[src/rtl/flags_cond_unit.sv]
// rtl/flags_cond_unit.sv - condition-code register with same-cycle bypass and branch condition evaluator
module flags_cond_unit (
    input  logic       clk,
    input  logic       rst_n,
    input  logic [3:0] alu_flags,
    input  logic       ex_valid,
    input  logic       s_bit,
    input  logic [3:0] cond,
    input  logic       cond_req,
    input  logic       stall,
    input  logic       flush,
    output logic [3:0] psr_flags,
    output logic       carry_in,
    output logic       cond_true,
    output logic       cond_valid
);

    logic [3:0] psr_q, psr_d;
    logic       cond_true_q, cond_true_d;
    logic       cond_valid_q, cond_valid_d;
    logic [3:0] eff_flags;
    logic       wr_cc;
    logic       psr_upd;
    logic       eval_res;
    logic       z_f, n_f, c_f, v_f;

    // EX flag writer forwards to ID even while stalled; only the PSR write waits.
    assign wr_cc     = ex_valid & s_bit & ~flush;
    assign psr_upd   = wr_cc & ~stall;
    assign eff_flags = wr_cc ? alu_flags : psr_q;

    assign z_f = eff_flags[3];
    assign n_f = eff_flags[2];
    assign c_f = eff_flags[1];
    assign v_f = eff_flags[0];

    always_comb begin
        eval_res = 1'b0;
        case (cond)
            4'd0:  eval_res = 1'b0;
            4'd1:  eval_res = z_f;
            4'd2:  eval_res = z_f | (n_f ^ v_f);
            4'd3:  eval_res = n_f ^ v_f;
            4'd4:  eval_res = c_f | z_f;
            4'd5:  eval_res = c_f;
            4'd6:  eval_res = n_f;
            4'd7:  eval_res = v_f;
            4'd8:  eval_res = 1'b1;
            4'd9:  eval_res = ~z_f;
            4'd10: eval_res = ~(z_f | (n_f ^ v_f));
            4'd11: eval_res = ~(n_f ^ v_f);
            4'd12: eval_res = ~(c_f | z_f);
            4'd13: eval_res = ~c_f;
            4'd14: eval_res = ~n_f;
            4'd15: eval_res = ~v_f;
        endcase
    end

    always_comb begin
        psr_d        = psr_q;
        cond_true_d  = cond_true_q;
        cond_valid_d = cond_valid_q;
        if (flush) begin
            cond_true_d  = 1'b0;
            cond_valid_d = 1'b0;
        end else if (!stall) begin
            if (psr_upd) begin
                psr_d = alu_flags;
            end
            if (cond_req) begin
                cond_true_d  = eval_res;
                cond_valid_d = 1'b1;
            end else begin
                cond_valid_d = 1'b0;
            end
        end
    end

    always_ff @(posedge clk or negedge rst_n) begin
        if (!rst_n) begin
            psr_q        <= 4'b0000;
            cond_true_q  <= 1'b0;
            cond_valid_q <= 1'b0;
        end else begin
            psr_q        <= psr_d;
            cond_true_q  <= cond_true_d;
            cond_valid_q <= cond_valid_d;
        end
    end

    // Cin deliberately taken from the committed PSR, never the bypass path.
    assign psr_flags  = psr_q;
    assign carry_in   = psr_q[1];
    assign cond_true  = cond_true_q;
    assign cond_valid = cond_valid_q;

endmodule

[config.mk]
export PLATFORM = sky130hd
export DESIGN_NAME = flags_cond_unit
export DESIGN_NICKNAME = d
export VERILOG_FILES = /design/src/rtl/flags_cond_unit.sv
export SDC_FILE = /design/constraint.sdc
export NUM_CORES = 1
export LEC_CHECK = 0
export CORE_AREA = 2 2 39 41
export DETAILED_ROUTE_END_ITERATION = 16
export DIE_AREA = 0 0 41 43
export GPL_ROUTABILITY_DRIVEN = 0
export PLACE_DENSITY_LB_ADDON = 0.2
export SYNTH_ARGS = -nofsm -noshare
export SYNTH_HDL_FRONTEND = slang
export SYNTH_SLANG_ARGS = --single-unit
[constraint.sdc]
create_clock -name clk -period 1.9 [get_ports clk]
set_input_delay 0.19 -clock clk [delete_from_list [all_inputs] [get_ports clk]]
set_output_delay 0.19 -clock clk [all_outputs]
set_load 0.02 [all_outputs]
# Word-level counts from Yosys, hierarchy flattened
# Index checks and enable logic that the tools add are counted.
[word_totals] reg_bits=6 in_bits=15 out_inout_bits=7 elab_cells=46
[op_classes] eq_ne=16 n_mux=8 n_bitwise=15 n_reduce_logical=4
[op_table] cell="equality test 4 bit, second input constant" count=8
[op_table] cell="equality test 4 x 3 -> 1 bit, second input constant" count=4
[op_table] cell="case mux 1 bit (16 select lines)" count=1
[op_table] cell="inverter 1 bit" count=9
[op_table] cell="equality test 4 x 2 -> 1 bit, second input constant" count=2
[op_table] cell="two-way mux 1 bit" count=6
[op_table] cell="equality test 4 x 1 -> 1 bit, second input constant" count=1
[op_table] cell="zero test 4 bit" count=1
[op_table] cell="two-way mux 4 bit" count=1
[op_table] cell="AND 1 bit" count=3
[op_table] cell="AND reduction 3 bit" count=1
[op_table] cell="inequality test 2 x 1 -> 1 bit, second input constant" count=1
[op_table] cell="OR 1 bit" count=2
[op_table] cell="AND reduction 2 bit" count=1
[op_table] cell="nonzero test 2 bit" count=1
[op_table] cell="XOR 1 bit" count=1

# Longest topological paths before layout
# Gate-level depths: netlist (run 1).
[logic_depth] word_depth=10 mapped_depth=6 mapped_depth_nobuf=6

# Least setup slack after synthesis (run 1)
# No wires, ideal clock.
[synth_timing] path_type="reg2reg" from="register psr_q[2], in the netlist psr_flags[2]" to="register cond_true_q, in the netlist cond_true" setup_ns=0.133 arrival_ns=1.481 required_ns=1.767 slack_ns=0.287 path_stages_with_launch=6 path_buffers=0 synth_period_minus_slack_ns=1.613 path_cell_list="dfrtp_1 -> mux4_2 -> nor2b_4 -> o22ai_2 -> xor2_1 -> a211oi_2"
[synth_via] elab_chain_cells=8 elab_cells_between_ends=10 cone_classes="mux: 5; bitwise: 5"
[synth_rtl] element="from (decl)" line="18" rtl="logic [3:0] psr_q, psr_d;"
[synth_rtl] element="from (signal assigned)" line="85" rtl="psr_q <= psr_d;"
[synth_rtl] element="two-way mux 4 bit *" line="30" rtl="assign eff_flags = wr_cc ? alu_flags : psr_q;"
[synth_rtl] element="XOR 1 bit"
[synth_rtl] element="OR 1 bit" line="42, 50"
[synth_rtl] element="inverter 1 bit" line="50" rtl="4'd10: eval_res = ~(z_f | (n_f ^ v_f));"
[synth_rtl] element="case mux 1 bit (16 select lines) *" line="39" rtl="case (cond)"
[synth_rtl] element="two-way mux 1 bit *" line="70" rtl="if (cond_req) begin"
[synth_rtl] element="two-way mux 1 bit *" line="66" rtl="end else if (!stall) begin"
[synth_rtl] element="two-way mux 1 bit *" line="63" rtl="if (flush) begin"
[synth_rtl] element="to (signal assigned)" line="86" rtl="cond_true_q <= cond_true_d;"
[synth_rtl] element="to (decl)" line="19" rtl="logic cond_true_q, cond_true_d;"
# Every way passes the cells marked *; elsewhere a longest branch is shown, timed or not. The select of a mux whose other input is x is not followed.
# A chain may end at the register's enable or synchronous reset.

# Final worst setup path (run 1)
[layout_timing] from="input cond[1]" to="register cond_true_q, in the netlist cond_true"
[layout_via] elab_chain_cells=5 elab_cells_between_ends=20 cone_classes="eq/ne: 15; mux: 4; reduce/logical: 1"
[layout_rtl] element="from (decl)" line="8" rtl="input logic [3:0] cond,"
[layout_rtl] element="equality test 4 bit, or another cell as far along" line="39"
[layout_rtl] element="case mux 1 bit (16 select lines) *" line="39"
[layout_rtl] element="two-way mux 1 bit *" line="70"
[layout_rtl] element="two-way mux 1 bit *" line="66"
[layout_rtl] element="two-way mux 1 bit *" line="63"
# Marked as above.

==> results of run 1 <==
[state kept, by name (all words and copies together) (netlist names)]
register and cells:
psr_flags 4, cond_valid 1, cond_true 1
[cells in the final DEF (no fill, tap or decap)]
cell,n
a211oi_2,1
a21oi_1,1
buf_4,3
clkbuf_4,3
clkdlybuf4s50_1,21
dfrtp_1,6
mux2_1,3
mux2_2,1
mux2i_1,4
mux4_2,1
nand2_1,1
nand3b_4,1
nor2_1,3
nor2b_1,1
nor2b_4,1
o221ai_1,1
o22ai_2,1
o2bb2ai_1,1
xnor2_1,3
xor2_1,1
[cell families (layout without fill, tap and decap cells)]
family	after synthesis	in the layout	synth area share [%]
mux	9	9	26.7
compound gates	5	5	11.8
simple gates	7	7	13.7
flops	6	6	37.3
xor+xnor	4	4	8.70
buf+inv	1	27	1.86
[cell type report]
type                            count  area, sq um  share of cell area [%]
Clock buffer                        3         22.5                    3.36
Multi-Input combinational cell     25          245                    36.6
Timing Repair Buffer               24          233                    34.7
Tap cell                           16         20.0                    2.99
Sequential cell                     6          150                    22.4
[metrics by stage]
step	utilization [%]	worst slack [ns]	setup TNS [ns]	hold slack [ns]
after floorplan	-	0.287	0	-0.106
after global placement	46.8	-0.0408	-0.0408	0.451
after detailed placement	46.8	-0.0421	-0.0421	0.461
after CTS	48.5	0.203	0	0.201
after global routing	48.5	0.142	0	0.210
final	48.5	0.220	0	0.196
[layer usage]
| layer | routed length, um | GRT usage [%] | vias up |
|---|---|---|---|
| met1 | 357 | 13.9 | 153 |
| met4 | 0 | 8.00 | 0 |
| met5 | 0 | 0 | - |
| li1 | - | - | 172 |
| met2 | 412 | 17.2 | 13 |
| met3 | 51 | 4.19 | 0 |
[report_power, final]
| part | switching (mW) | internal (mW) | total [mW] | leakage (nW) |
|---|---|---|---|---|
| clock network | 0.0426 | 0.0712 | 0.114 | 0.0138 |
| registers | 0.0203 | 0.150 | 0.170 | 0.0746 |
| logic | 0.0889 | 0.129 | 0.218 | 0.208 |
| total | 0.152 | 0.350 | 0.502 | 0.297 |
[worst max-delay path by stage]
stage                      to  cells past startpoint          from
finish              cond_true                      6       cond[1]
floorplan           cond_true                      5  psr_flags[2]
detailed placement  cond_true                      6       cond[1]
global route        cond_true                      6       cond[1]
global placement    cond_true                      6       cond[1]
CTS                 cond_true                      6       cond[1]
==> results by group, run 1 <==
Worst setup path
  • CP Data Arrival Time: 1.79 ns
  • Slowest stage delay, CP: 0.50 ns
  • WS Path Type: in -> reg
  • CP Max Fanout: 2
  • R2R Setup Slk: 0.29 ns
  • Top delay family on crit path: buffers and inverters
  • RR Startpoint: psr_flags[2]
  • CP endpoint kind: register
  • Worst-path cell chain: clkdlybuf4s50_1 -> mux4_2 -> nor2b_4 -> o22ai_2 -> xor2_1 -> a211oi_2
  • Crit-path slowest cell: clkdlybuf4s50_1
  • Worst Path Required: 2.01 ns
  • Reg2Reg Depth: 5
  • Worst path buffer plus inverter count: 1
  • Crit start category: input port
  • Worst R2R End: cond_true

Synthesis
  • Cell variety after synth: 18
  • Warnings from Yosys: 0
  • Post-synth top area share: 37.3%
  • Synthesized instance count: 32
  • Synth top cells by count: 6 x dfrtp_1, 4 x mux2i_1, 3 x mux2_1, 3 x nor2_1, 3 x xnor2_1
  • Ranking of synthesized cells by area: dfrtp_1 37%, mux2i_1 9.9%, mux2_1 8.4%, xnor2_1 6.5%, mux4_2 5.6%
  • Top-count cell post-synth: dfrtp_1
  • EDFF count, synth: 0
  • Post-synth ARST share: 100%
  • Synth Net Count: 47
  • Post-synth top flop: dfrtp_1
  • Sequential fraction of the synthesis area: 37.3%
  • Post-synthesis area per instance: 12.6 sq um
  • Post-synth top area cell: dfrtp_1
  • Cell Area, Synth: approximately 400 sq um
  • Register bit total from synthesis: 6

Placed design
  • IO Port Bufs: 21
  • Placed cells: 71
  • Dpl hpwl: approximately 710 um
  • Post-DP Area: 648 sq um

Layout
  • Layout Cell Area excl Fill: 671 sq um
  • Non-filler cells, final: 74
  • Diode count: 0
  • Share of layout cells above drive strength 1: 20.7%
  • Nets: 75
  • Filler cells: 145
  • P&R area growth vs syn: 66.5%

Floorplan
  • Core area: 1380 sq um
  • Initial Util: 29.1%
  • Die width: 41 um
  • Core Rows: 14
  • Die footprint: about 1800 sq um
  • Die Y: 43 um
  • I/O Pins: 22

Routing
  • Vias per inst: approximately 4.6
  • Routed vias: 338
  • Final WL: 821 um
  • First drt pass iteration count: 2
  • DRC viols: 0
  • DR WL/cell: 11.1 um
  • Antenna viol nets, final: 0
  • DRT iter0 DRCs: 1

Worst hold path
  • Worst Hold Class: in -> async

Clock network
  • Cts hold-fix bufs: 0
  • Resized cells post-CTS: 0
  • Buffer count from post-CTS setup fixing: 0
  • # H-tree levels: 1
  • Clock-pin slew on the worst setup and hold paths: 0.04 ns
  • CTS root buffer: clkbuf_4
  • Clock Path Buffers: 2
  • Worst-skew pair later-pin latency: 0.24 ns
  • TritonCTS clock tree: yes
  • Num Clock Sinks: 6
  • Cts bufs inserted: 3

Global routing
  • Initial antenna violation count: 0
  • Largest net degree at the start of global routing: 7
  • Tot GR Track Use: between 10% and 20%
  • GRT overflow: 0
  • Vias in the first global route: 352
  • Global-route wire length before repair: 1.39 mm

Power and ir drop
  • Pwr Density: 749 nW/um^2
  • Leakage: 0.297 nW
  • Max IR drop VDD: slightly above 0.0003 V
  • Power, Total: between 500 and 600 uW

Timing
  • FMAX: 595 MHz
  • Tcrit/Tclk final: roughly nine tenths
  • Max Transition Viols Final: 0
  • Final Hold Fails: 0
  • Min cycle time layout: ~1.7 ns
  • Slew HR: about four fifths
  • Skew final: 0.000804 ns
  • Actual slew at the worst max-slew pin: between 0.3 and 0.4 ns
  • Final setup viols: 0
  • RSZ-0062 raised after global routing: false

Outcome
  • Outcome: complete, no violations

Flow run
  • Max Cap Viol: 0
No activity file was read; power rests on OpenSTA's default activity.
==> inputs of run 2 (changes only) <==
--- a/config.mk
+++ b/config.mk
@@ -10,6 +10,7 @@
 export DIE_AREA = 0 0 41 43
 export GPL_ROUTABILITY_DRIVEN = 0
 export PLACE_DENSITY_LB_ADDON = 0.2
+export SLEW_MARGIN = 20
 export SYNTH_ARGS = -nofsm -noshare
 export SYNTH_HDL_FRONTEND = slang
 export SYNTH_SLANG_ARGS = --single-unit
==> results of run 2 <==
Same layout as run 1: the final DEF is identical, and so are final timing and power.
